## src/rtl/parse_class_egr_intf.sv

```systemverilog
// Egress stage: pairs classifier results with packet beats from the align FIFO.
// Forwarded packets leave on an AXI-S master; dropped packets are drained.
package packet_switch_pkg;
   localparam int EGR_PORT_W = 4;
   localparam int BYTESVLD_W = 7;

   typedef struct packed {
      logic                  sop;
      logic                  eop;
      logic [BYTESVLD_W-1:0] bytesvld;
      logic [EGR_PORT_W-1:0] egr_port;
   } SEGMENT_INFO_S;
endpackage

module parse_class_egr_intf
   import packet_switch_pkg::*;
#(
   parameter int TDATA_WIDTH        = 512,
   parameter int USERMETADATA_WIDTH = 1,
   parameter int SEGMENT_WIDTH      = 128,
   parameter int SEGMENT_DEPTH      = TDATA_WIDTH/SEGMENT_WIDTH,
   parameter int RES_FIFO_DEPTH     = 16,
   parameter int CNT_WIDTH          = 32
) (
   input  logic                                     clk,
   input  logic                                     rst_n,
   input  logic                                     res_vld,
   input  logic [EGR_PORT_W-1:0]                    res_egr_port,
   input  logic                                     res_drop,
   output logic                                     res_fifo_full,
   input  logic [SEGMENT_DEPTH-1:0][SEGMENT_WIDTH-1:0] aln_fifo_tdata,
   input  logic [USERMETADATA_WIDTH-1:0]            aln_fifo_tuser_usermetadata,
   input  SEGMENT_INFO_S                            aln_fifo_tuser_segment_info,
   input  logic                                     aln_fifo_empty,
   output logic                                     aln_fifo_pop,
   output logic                                     tvalid,
   input  logic                                     tready,
   output logic [SEGMENT_DEPTH-1:0][SEGMENT_WIDTH-1:0] tdata,
   output logic [TDATA_WIDTH/8-1:0]                 tkeep,
   output logic [USERMETADATA_WIDTH-1:0]            tuser_usermetadata,
   output SEGMENT_INFO_S                            tuser_segment_info,
   output logic [CNT_WIDTH-1:0]                     pkt_fwd_cnt,
   output logic [CNT_WIDTH-1:0]                     pkt_drop_cnt,
   output logic                                     res_overflow,
   output logic                                     proto_err,
   output logic [1:0]                               dbg_state
);

   localparam int              KEEP_W   = TDATA_WIDTH/8;
   localparam int              PTR_W    = $clog2(RES_FIFO_DEPTH);
   localparam logic [PTR_W:0]  FULL_CNT = (PTR_W+1)'(RES_FIFO_DEPTH);

   localparam logic [1:0] ST_IDLE = 2'd0;
   localparam logic [1:0] ST_FWD  = 2'd1;
   localparam logic [1:0] ST_DROP = 2'd2;

   // Result FIFO entry layout: {egr_port, drop}
   logic [EGR_PORT_W:0]   r_res_mem [RES_FIFO_DEPTH];
   logic [PTR_W-1:0]      r_wr_ptr;
   logic [PTR_W-1:0]      r_rd_ptr;
   logic [PTR_W:0]        r_res_cnt;
   logic                  r_res_full;
   logic                  r_res_overflow;

   logic [1:0]            r_state;
   logic [EGR_PORT_W-1:0] r_cur_egr_port;
   logic                  r_first;

   logic                                     r_tvalid;
   logic [SEGMENT_DEPTH-1:0][SEGMENT_WIDTH-1:0] r_tdata;
   logic [KEEP_W-1:0]                        r_tkeep;
   logic [USERMETADATA_WIDTH-1:0]            r_tuser_meta;
   SEGMENT_INFO_S                            r_tuser_seg;
   logic [CNT_WIDTH-1:0]                     r_fwd_cnt;
   logic [CNT_WIDTH-1:0]                     r_drop_cnt;
   logic                                     r_proto_err;

   logic [EGR_PORT_W:0]   w_res_head;
   logic                  w_res_pop;
   logic                  w_res_wr;
   logic [PTR_W:0]        w_res_cnt_nxt;
   logic                  w_aln_pop;
   logic                  w_load;
   logic [KEEP_W-1:0]     w_tkeep;
   SEGMENT_INFO_S         w_seg_out;

   assign w_res_head = r_res_mem[r_rd_ptr];
   assign w_res_pop  = (r_state == ST_IDLE) && (r_res_cnt != '0) && !aln_fifo_empty;
   // A pop in the same cycle frees a slot, so a write on a full FIFO still lands.
   assign w_res_wr   = res_vld && (!r_res_full || w_res_pop);

   always_comb begin
      w_res_cnt_nxt = r_res_cnt;
      if (w_res_wr && !w_res_pop)
         w_res_cnt_nxt = r_res_cnt + 1'b1;
      else if (!w_res_wr && w_res_pop)
         w_res_cnt_nxt = r_res_cnt - 1'b1;
   end

   always_ff @(posedge clk) begin
      if (w_res_wr)
         r_res_mem[r_wr_ptr] <= {res_egr_port, res_drop};
   end

   always_ff @(posedge clk or negedge rst_n) begin
      if (!rst_n) begin
         r_wr_ptr       <= '0;
         r_rd_ptr       <= '0;
         r_res_cnt      <= '0;
         r_res_full     <= 1'b0;
         r_res_overflow <= 1'b0;
      end else begin
         if (w_res_wr)
            r_wr_ptr <= r_wr_ptr + 1'b1;
         if (w_res_pop)
            r_rd_ptr <= r_rd_ptr + 1'b1;
         r_res_cnt  <= w_res_cnt_nxt;
         r_res_full <= (w_res_cnt_nxt == FULL_CNT);
         if (res_vld && !w_res_wr)
            r_res_overflow <= 1'b1;
      end
   end

   // Output handshake: a beat transfers when tvalid & tready; while tvalid is high
   // without tready every output holds. DROP pops regardless of tready.
   always_comb begin
      w_aln_pop = 1'b0;
      case (r_state)
         ST_FWD:  w_aln_pop = !aln_fifo_empty && (!r_tvalid || tready);
         ST_DROP: w_aln_pop = !aln_fifo_empty;
         default: w_aln_pop = 1'b0;
      endcase
   end

   assign w_load = (r_state == ST_FWD) && w_aln_pop;

   always_comb begin
      w_tkeep = '0;
      for (int i = 0; i < KEEP_W; i++)
         w_tkeep[i] = (i < 32'(aln_fifo_tuser_segment_info.bytesvld));
   end

   always_comb begin
      w_seg_out          = aln_fifo_tuser_segment_info;
      w_seg_out.egr_port = r_cur_egr_port;
   end

   always_ff @(posedge clk or negedge rst_n) begin
      if (!rst_n) begin
         r_state        <= ST_IDLE;
         r_cur_egr_port <= '0;
         r_first        <= 1'b0;
         r_tvalid       <= 1'b0;
         r_tdata        <= '0;
         r_tkeep        <= '0;
         r_tuser_meta   <= '0;
         r_tuser_seg    <= '0;
         r_fwd_cnt      <= '0;
         r_drop_cnt     <= '0;
         r_proto_err    <= 1'b0;
      end else begin
         if (w_load) begin
            r_tvalid     <= 1'b1;
            r_tdata      <= aln_fifo_tdata;
            r_tkeep      <= w_tkeep;
            r_tuser_meta <= aln_fifo_tuser_usermetadata;
            r_tuser_seg  <= w_seg_out;
         end else if (tready) begin
            r_tvalid <= 1'b0;
         end

         if (w_aln_pop) begin
            r_first <= 1'b0;
            if (aln_fifo_tuser_segment_info.sop && !r_first)
               r_proto_err <= 1'b1;
         end

         case (r_state)
            ST_IDLE: begin
               if (w_res_pop) begin
                  r_cur_egr_port <= w_res_head[EGR_PORT_W:1];
                  r_first        <= 1'b1;
                  r_state        <= w_res_head[0] ? ST_DROP : ST_FWD;
               end
            end
            ST_FWD: begin
               if (w_aln_pop && aln_fifo_tuser_segment_info.eop) begin
                  r_fwd_cnt <= r_fwd_cnt + 1'b1;
                  r_state   <= ST_IDLE;
               end
            end
            ST_DROP: begin
               if (w_aln_pop && aln_fifo_tuser_segment_info.eop) begin
                  r_drop_cnt <= r_drop_cnt + 1'b1;
                  r_state    <= ST_IDLE;
               end
            end
            default: r_state <= ST_IDLE;
         endcase
      end
   end

   assign res_fifo_full      = r_res_full;
   assign res_overflow       = r_res_overflow;
   assign aln_fifo_pop       = w_aln_pop;
   assign tvalid             = r_tvalid;
   assign tdata              = r_tdata;
   assign tkeep              = r_tkeep;
   assign tuser_usermetadata = r_tuser_meta;
   assign tuser_segment_info = r_tuser_seg;
   assign pkt_fwd_cnt        = r_fwd_cnt;
   assign pkt_drop_cnt       = r_drop_cnt;
   assign proto_err          = r_proto_err;
   assign dbg_state          = r_state;

endmodule

```

## config.mk

```make
export PLATFORM = sky130hd
export DESIGN_NAME = parse_class_egr_intf
export DESIGN_NICKNAME = d
export VERILOG_FILES = /design/src/rtl/parse_class_egr_intf.sv
export SDC_FILE = /design/constraint.sdc
export NUM_CORES = 1
export LEC_CHECK = 0
export BUFFER_PORTS_ARGS = -buffer_cell sky130_fd_sc_hd__buf_2
export CORE_AREA = 2 2 467 469
export CTS_BUF_LIST = sky130_fd_sc_hd__clkbuf_16
export DETAILED_ROUTE_END_ITERATION = 16
export DIE_AREA = 0 0 469 471
export PLACE_DENSITY = 0.4
export SLEW_MARGIN = 20
export SYNTH_ARGS = -nofsm -noshare
export SYNTH_HDL_FRONTEND = slang
export SYNTH_SLANG_ARGS = --single-unit
```

## constraint.sdc

```tcl
create_clock -name clk -period 2.3 [get_ports clk]
set_input_delay 0.69 -clock clk [delete_from_list [all_inputs] [get_ports clk]]
set_output_delay 0.69 -clock clk [all_outputs]
set_load 0.02 [all_outputs]
```

Word level (Yosys, flattened, before mapping)

Memories as Yosys holds them, arrays and structs flattened.
Index checks and enable logic that the tools add are counted.

Eq/ne operators: 5
Magnitude comparators: 64
Reductions and logical operators: 27
Muxes and demuxes: 14
$add $sub $neg: 6
Bitwise logic cells: 0
Div/mod/pow operators: 0
Shift operators: 0
$mul: 0

Operators with widths:

| kind                                                                 | count |
|---|---|
| 6-bit by 7-bit < comparator with 1-bit output (first input constant) | 32 |
| 5-bit by 7-bit < comparator with 1-bit output (first input constant) | 16 |
| 32-bit by 1-bit adder with 32-bit output (second input constant)     | 2 |
| 4-bit by 7-bit < comparator with 1-bit output (first input constant) | 8 |
| 3-bit by 7-bit < comparator with 1-bit output (first input constant) | 4 |
| 1-bit by 7-bit < comparator with 1-bit output (first input constant) | 2 |
| 2-bit by 7-bit < comparator with 1-bit output (first input constant) | 2 |
| 1-bit logical AND                                                    | 10 |
| 5-bit two-way mux                                                    | 2 |
| 2-bit AND reduction                                                  | 5 |
| 4-bit by 1-bit adder with 4-bit output (second input constant)       | 2 |
| 1-bit two-way mux                                                    | 7 |
| 1-bit zero test                                                      | 6 |
| 2-bit two-way mux                                                    | 3 |
| 5-bit by 1-bit adder with 5-bit output (second input constant)       | 1 |
| 5-bit == test (second input constant)                                | 1 |
| 5-bit nonzero test                                                   | 1 |
| 5-bit by 1-bit subtractor with 5-bit output (second input constant)  | 1 |
| 2-bit one-hot mux with 2 select lines                                | 1 |
| 2-bit by 1-bit == test with 1-bit output (second input constant)     | 1 |
| 2-bit == test (second input constant)                                | 1 |
| 2-bit zero test                                                      | 1 |
| 1-bit logical OR                                                     | 2 |
| 2-bit by 1-bit != test with 1-bit output (second input constant)     | 1 |
| other kinds (4)                                                      | 4 |

Logic and storage cells: 139
Bits in writable memories: 80
ROM bits: 0
Bits of input ports: 536
Memories: 1
Output and inout port bits: 661
Register bits after elaboration: 678
Bits in latches: 0

Memories:

| name      | depth | bits a word | read ports | clocked after Yosys merged registers in | write ports | line | text |
|---|---|---|---|---|---|---|---|
| r_res_mem | 16    | 5           | 1          | 0                                       | 1           | 58   | `logic [EGR_PORT_W:0] r_res_mem [RES_FIFO_DEPTH];` |

Depth between registers and ports, before layout

Gate-level depths: netlist of the first run.

Word-level depth: 10
Depth in mapped cells: 9
Mapped depth without buffers: 7

Worst setup path before layout of the first run

OpenSTA, ideal clock, no wires.

Path type: reg2out
Start: register r_state[0] (netlist: dbg_state[0])
End: output aln_fifo_pop
Path buffers: 0
Cell stages (with the launch flop): 5
Slack: 0.060 ns
Arrival time: 1.550 ns
Path through: dfrtp_1 > inv_1 > ha_1 > and2b_1 > nor2b_1

Cells in the longest elaborated chain, start to end: 2
Elaborated cells between the ends (all ways): 3
Classes of those cells: eq/ne (2); mux (1)

RTL lines:

| item                                                                      | line | text |
|---|---|---|
| start: declaration                                                        | 65   | `logic [1:0] r_state;` |
| start signal: assignment                                                  | 183  | `r_state <= w_res_head[0] ? ST_DROP : ST_FWD;` |
| 2-bit == test or 2-bit by 1-bit == test with 1-bit output (tied branches) | 128  | `case (r_state)` |
| 1-bit one-hot mux with 2 select lines *                                   | 128  |  |
| end: declaration                                                          | 35   | `output logic aln_fifo_pop,` |

Every way passes the cells marked *; elsewhere a longest branch is shown, timed or not.

Worst setup path in the final report of the first run

Ends and elaborated chain as after synthesis.

==> flow_summary.ini, run 1 <==
[outcome]
result_of_the_run = finished with violations
violations_in_the_final_reports = setup timing

[logic_synthesis]
ys_seq_area_share_pct = 65.3
synth_top_family_by_area = simple AND/OR/NAND/NOR gates
synth-simple-area-share_pct = 24.8
synth.cell_area_um2 = 29600
synthXorXnorAreaFrac_pct = 2.07
synth_cell_types = 61
postSynthCellCount = 3021
postSynth.asyncResetShare_pct = 89.4
yosys_register_bits = 757
synth_fa_ha_area_share_pct = 0.549
ys_warn_count = 0
synthesis.area_per_instance_um2 = 9.80
synth_top_flop_cell = sky130_fd_sc_hd__dfrtp_1
synth_enable_flop_cells = 80
synth.net_count = 3570
synth_compound_area_share_pct = 2.77
yosys-mux-area-fraction_pct = 1.83

[sta]
worst_slew_margin_rel_pct = 59.4
worst_pin_slew_ns = 0.609
timing_hold_violations_final = 0
finalCriticalPeriod_ns = 2.61
worst_slack_ns = -0.309
final.hold.worst_slack_ns = 0.117
fmax_mhz = 383
layout_worst_path_cycle_share_pct = 113
unrepaired_setup_endpoints_after_global_routing = true
timing_max_transition_violations_final = 0
fin_skew_ns = 0.0347
setup_viol = 33

[setup_path]
r2r_slack_ns = -0.05
crit_end = aln_fifo_pop
critPathRequiredTime_ns = 1.61
cp-startpoint = dbg_state[0]
worstSetupEndpointType = output pin
endpoint_arrival_time_on_the_critical_path_ns = 1.92
reg2reg_depth = 12
worstSetupPathType = reg2out
crit_fanout = 5
rr_endpoint = tdata[468]
startpoint_type = flop
critical_path.reg2reg.startpoint = dbg_state[1]

[die]
dieWidth_um = 469
placementRows = 171
die_h_um = 471
initial_utilization_pct = 13.7
fp.coreArea_um2 = 216000
floorplan.io_pins = 1197
die_area_um2 = 221000

[grt]
antenna_violations_before_repair = 70
first_global_vias = 26600
grt-ovfl-total = 0
grt.total_usage_pct = 13.9
first_pass_grt_wire_length_um = 215000
maximum_number_of_pins_on_one_net_before_global_route_repair = 96

[power_and_ir_drop]
power.ir.vdd_worst_uv = 625
cellLeakagePower_nw = 23.6
power.density_nw_per_um2 = 1300

[detailed_routing]
drtAntennaViolNets = 0
post_drt_wl_per_cell_um = 22.3
vias_per_cell = 3.62
detail_route.wirelength_um = 164000
detailroute.via_count = 26500
detailed_route_iter0_violations = 1590
firstDrtPassIters = 5
post-route-drc-count = 0

[placed_design]
dp_hpwl_um = 129000
finalWeightedCongestion = 0.982
dp.cells = 7091
placement.io_buffers = 1192

[cells_and_area]
filler_cell_count = 24000
drive_gt1_share_pct = 36.2
post_layout_nonfiller_instances = 7324
layout.nets = 4936
regArea_um2 = 19300
multi_input_logic_area_um2 = 9580
areaGrowthSynthToFinish_pct = 50.1

[clock_network]
ctsHtreeMaxLevel = 3
cts.sinks = 757
ctsRootBufferMaster = sky130_fd_sc_hd__clkbuf_16
cts-buffers-inserted = 96
max-clock-path-buffers = 3
cts.clk_slew.worst_paths_ns = 0.06
cts_tree = built
clock_insertion_delay_worst_skew_ns = 0.73

[hold_path]
holdCritPathClass = in2async

[run]
cap_viol_max_count = 0
-- worst max-delay path: stages (launching register included) --
cell                      delay, ns
sky130_fd_sc_hd__dfrtp_1       0.40
sky130_fd_sc_hd__buf_4         0.15
sky130_fd_sc_hd__ha_2          0.24
sky130_fd_sc_hd__a21oi_4       0.19
sky130_fd_sc_hd__nor2b_4       0.07
sky130_fd_sc_hd__buf_6         0.13
-- per-stage QoR --
stage / setup TNS (ns) / instance area [µm²] / power (mW) / util (%) / setup WS [ns]
CTS: -0.479 / 43400 / 58.4 / 20.1 / -0.432
floorplan: 0 / 29600 / 32.2 / - / 0.0598
finish: -0.708 / 44400 / 58.0 / 20.6 / -0.309
global placement: -126.14 / 40400 / 43.5 / 18.7 / -0.313
detailed placement: -121.42 / 40400 / 43.5 / 18.7 / -0.324
global route: -14.47 / 44400 / 61.4 / 20.6 / -0.430
-- where the power goes --
group	total (mW)	switching (mW)	leakage (nW)	internal, mW
sequential	21.4	3.09	9.36	18.3
combinational	22.3	15.2	12.7	7.13
clock	14.3	6.30	1.52	7.97
-- synth_stat cells (all sizes together) (2+ instances only) --
library cell	number	area, µm²
nand3b	3	22.5
or3	3	18.8
and4b	2	20.0
ha	13	163
and3b	2	17.5
nor2	54	203
a22o	13	114
nand2	1662	6240
a211oi	2	15.0
mux4	20	450
dfrtp	677	16900
nand4	21	138
mux2i	9	90.1
a21oi	39	195
nor3	12	92.6
clkbuf	63	236
or2	3	18.8
and2	9	56.3
o21ai	54	270
buf	96	473
nor3b	3	27.5
xnor2	53	464
a31o	2	17.5
a21boi	3	37.5
o31ai	3	22.5
o211ai	2	15.0
nor2b	2	12.5
nor4	5	73.8
edfxtp	80	2400
xor2	17	149
nor4b	2	30.0
nand2b	5	31.3
a21o	3	22.5
and3	17	106
inv	18	67.6
a31oi	4	25.0
and4	7	61.3
nand3	27	135
-- cell usage in the layout (no fill, tap or decap), types with 4 or more instances in the layout --
cell type                      n
sky130_fd_sc_hd__clkinv_1     17
sky130_fd_sc_hd__clkbuf_16   117
sky130_fd_sc_hd__mux2i_1       9
sky130_fd_sc_hd__xnor2_1      53
sky130_fd_sc_hd__nand2_1    1653
sky130_fd_sc_hd__edfxtp_1     80
sky130_fd_sc_hd__nand2_2       9
sky130_fd_sc_hd__and2_1        8
sky130_fd_sc_hd__a31oi_1       4
sky130_fd_sc_hd__clkinv_2      9
sky130_fd_sc_hd__buf_16       10
sky130_fd_sc_hd__buf_6        23
sky130_fd_sc_hd__nor2_1       53
sky130_fd_sc_hd__a22o_1       13
sky130_fd_sc_hd__ha_1         10
sky130_fd_sc_hd__nor3_1        8
sky130_fd_sc_hd__nand4_1      20
sky130_fd_sc_hd__diode_2      12
sky130_fd_sc_hd__nand3_1      27
sky130_fd_sc_hd__mux4_2       20
sky130_fd_sc_hd__buf_8         6
sky130_fd_sc_hd__a21oi_1      38
sky130_fd_sc_hd__buf_4       137
sky130_fd_sc_hd__buf_12       42
sky130_fd_sc_hd__xor2_1       17
sky130_fd_sc_hd__inv_6         4
sky130_fd_sc_hd__o21ai_0      52
sky130_fd_sc_hd__and4_1        7
sky130_fd_sc_hd__inv_1        45
sky130_fd_sc_hd__dfrtp_1     674
sky130_fd_sc_hd__buf_2      1189
sky130_fd_sc_hd__and3_1       17
-- sequential cells by signal, indices dropped and copies added (netlist names) --
register            cells
dbg_state               2
pkt_drop_cnt           32
pkt_fwd_cnt            32
proto_err               1
r_cur_egr_port          4
r_first                 1
r_rd_ptr                4
r_res_cnt               5
r_res_mem              80
r_wr_ptr                4
res_fifo_full           1
res_overflow            1
tdata                 512
tkeep                  64
tuser_segment_info     12
tuser_usermetadata      1
tvalid                  1
-- logic make-up after synthesis --
kind of cell               after synthesis
AOI/OAI and AO/OA                      133
and+or+nand+nor                       1842
adders and majority gates               13
DFF                                    757
buffers and inverters                  177
xor gates and xnor gates                70
muxes                                   29
-- how the worst min path moves through the flow --
stage / end / slack (ns) / cells past startpoint
3_3_place_gp: res_overflow / 0.45 / 1
4_1_cts: tdata[399] / 0.03 / 3
3_5_place_dp: tdata[298] / 0.46 / 2
5_1_grt: tdata[405] / 0.07 / 3
6_report: r_wr_ptr[0] / 0.12 / 2
2_1_floorplan: dbg_state[0] / 0.39 / 0
-- layout make-up --
cell class / instances / area share, %
multi-input combinational: 2087 / 21.6
sequential: 757 / 43.5
inverter: 18 / 0.152
tap: 2854 / 8.04
antenna: 12 / 0.0676
timing repair buffer: 1427 / 20.1
clock inverter: 72 / 1.06
clock buffer: 97 / 5.46
-- layer usage --
layer / global-route usage (%) / wire (µm) / up-vias
met1: 16.5 / 65000 / 12900
met4: 4.76 / 4950 / 26
met3: 4.77 / 14300 / 258
met2: 23.1 / 79200 / 1075
li1: - / - / 12300
met5: 0 / 157 / -
-- repair_timing --
item | CTS | global route
buffers inserted | 4 | 19
endpoints found under the setup margin | 11 | 151
pin swaps | 1 | 27
resized for setup | 19 | 55
hold endpoints to repair | 0 | 0
cloned | 0 | 29
hold buffers | 0 | 0
(Power assumes the default switching activity.)
==> run 2: changes to the inputs <==
REMOVE_ABC_BUFFERS = 1   (was not set)
==> run 2 against run 1 <==
Against the previous run:
- global-route usage down 0.083 points
- count of clock-buffer cells in the layout is 2 higher
- the run still ends with setup timing left
- sequential power hardly changed
- fmax down 3.3%
==> flow_summary.ini, run 2 (synthesis results as in run 1) <==
[sta]
worst_slack_ns = -0.397
fin_skew_ns = 0.0520
finalCriticalPeriod_ns = 2.70
worst_pin_slew_ns = 0.555
setup_viol = 1
timing_max_transition_violations_final = 0
worst_slew_margin_rel_pct = 63.0
layout_worst_path_cycle_share_pct = 117
fmax_mhz = 371
unrepaired_setup_endpoints_after_global_routing = true
timing_hold_violations_final = 0

[setup_path]
crit_fanout = 4
worstSetupPathType = reg2out
endpoint_arrival_time_on_the_critical_path_ns = 2.01
path_cells = inv_2 -> ha_4 -> and2b_1 -> nor2b_4 -> buf_6
stage_delay_of_the_slowest_cell_on_the_critical_path_ns = 0.36
critical_path.top_delay_family = simple AND/OR/NAND/NOR gates
path_buf_inv = 2
worstSetupEndpointType = output pin
startpoint_type = flop
critical-path-slowest-cell = sky130_fd_sc_hd__dfrtp_1
critPathRequiredTime_ns = 1.61

[detailed_routing]
detail_route.wirelength_um = 158000
firstDrtPassIters = 5
detailed_route_iter0_violations = 1485
drtAntennaViolNets = 0
detailroute.via_count = 26300
post-route-drc-count = 0
vias_per_cell = 3.61
post_drt_wl_per_cell_um = 21.7

[run]
cap_viol_max_count = 0

[power_and_ir_drop]
power.share.switching_pct = 41.8
power.ir.vdd_worst_uv = 942
power.share.combinational_pct = 37.1
power.density_nw_per_um2 = 1350
p_int_mw = 34.4
clockPowerShare_pct = 27.2
power.share.sequential_pct = 35.7
cellLeakagePower_nw = 23.2
switching_power_mw = 24.7

[outcome]
result_of_the_run = finished with violations
violations_in_the_final_reports = setup timing

[grt]
first_pass_grt_wire_length_um = 215000
first_global_vias = 26800
grt.total_usage_pct = 13.8
antenna_violations_before_repair = 69
grt-ovfl-total = 0
maximum_number_of_pins_on_one_net_before_global_route_repair = 79

[clock_network]
cts.clk_slew.worst_paths_ns = 0.06
cts.sinks = 757
ctsHtreeMaxLevel = 3
clock_insertion_delay_worst_skew_ns = 0.73
cts_tree = built
cts-buffers-inserted = 99
ctsRootBufferMaster = sky130_fd_sc_hd__clkbuf_16
max-clock-path-buffers = 3

[cells_and_area]
final_cell_mix = 1662 x sky130_fd_sc_hd__nand2_1, 1188 x sky130_fd_sc_hd__buf_2, 676 x sky130_fd_sc_hd__dfrtp_1, 131 x sky130_fd_sc_hd__buf_4, 101 x sky130_fd_sc_hd__clkbuf_16
multi_input_logic_area_um2 = 9540
flip_flop_count_of_the_largest_register_after_layout = 512
areaGrowthSynthToFinish_pct = 48.3
regArea_um2 = 19300
drive_gt1_share_pct = 35.8
layout.nets = 4887
most_common_library_cell_in_the_layout_ignoring_fill_and_taps = sky130_fd_sc_hd__nand2_1
filler_cell_count = 24100
final_area_um2 = 43900
final_core_util_pct = 20.3

[placed_design]
dp_hpwl_um = 128000
finalWeightedCongestion = 0.900
placement.io_buffers = 1192
detailed_place.area_um2 = 40400

[die]
fp.coreArea_um2 = 216000
die_area_um2 = 221000
floorplan.io_pins = 1197
die_h_um = 471
dieWidth_um = 469
placementRows = 171
initial_utilization_pct = 13.7

[hold_path]
holdCritPathClass = in2reg
-- run 2: what timing repair did --
action                                  in CTS  in global routing
resized for setup                           13                  9
hold buffers                                 0                  0
endpoints found under the hold margin        0                  0
setup buffers                                3                  0
pin swaps                                    2                  2
endpoints found under the setup margin       9                146
gates cloned                                 0                  2
-- run 2: metal layers --
layer,part of all wire [%],GRT usage (%),wire length (µm),vias to the layer above
met5,0.15,0,241,-
met4,2.1,3.05,3360,36
met3,11,6.47,17700,231
met2,45,22.0,71500,1061
met1,41,16.8,65400,12800
li1,-,-,-,12200
-- run 2: area by class of cell --
type | count | share of cell area [%]
tap | 2854 | 8.13
clock buffer | 99 | 5.64
inverter | 18 | 0.154
sequential | 757 | 44.0
clock inverter | 86 | 1.95
multi-input combinational | 2087 | 21.7
antenna | 9 | 0.0513
timing repair buffer | 1375 | 18.3
-- run 2: worst min-delay path: cells and delay by family --
| family | cells | cell delay, ns |
|---|---|---|
| simple gates | 2 | 0.08 |
| buf+inv | 1 | 0.07 |
-- run 2: path summary, 6_finish.rpt --
| kind | from | cells past startpoint | endpoint | slack, ns |
|---|---|---|---|---|
| worst max-delay path | dbg_state[1] | 5 | aln_fifo_pop | -0.40 |
| worst min-delay path | aln_fifo_tdata[254] | 3 | tdata[254] | 0.14 |
| worst max register to register | dbg_state[0] | 9 | tkeep[12] | 0.11 |
| worst min register to register | res_overflow | 1 | res_overflow | 0.46 |
| max in group asynchronous | rst_n | 3 | tdata[257] | 1.46 |
| min in group asynchronous | rst_n | 2 | tdata[84] | 0.20 |
-- run 2: power groups by stage --
stage	combinational, mW	sequential (mW)	clock, mW
3_5_place_dp	22.3	21.2	0
5_1_grt	24.0	21.7	17.3
6_report	21.9	21.1	16.1
4_1_cts	22.4	21.1	16.8
3_3_place_gp	22.3	21.1	0
2_1_floorplan	6.97	26.7	0
-- run 2: metrics by stage --
stage / setup TNS [ns] / setup WS (ns) / cells / power [mW] / hold WS, ns
floorplan: - / -22.46 / 2862 / 33.7 / 0.394
detailed placement: -78.68 / -0.245 / 7087 / 43.5 / 0.449
CTS: -0.531 / -0.531 / 7275 / 60.3 / 0.0180
global placement: -72.78 / -0.240 / 7087 / 43.4 / 0.449
global route: -0.601 / -0.569 / 7280 / 63.0 / 0.0606
finish: -0.397 / -0.397 / 7285 / 59.1 / 0.142
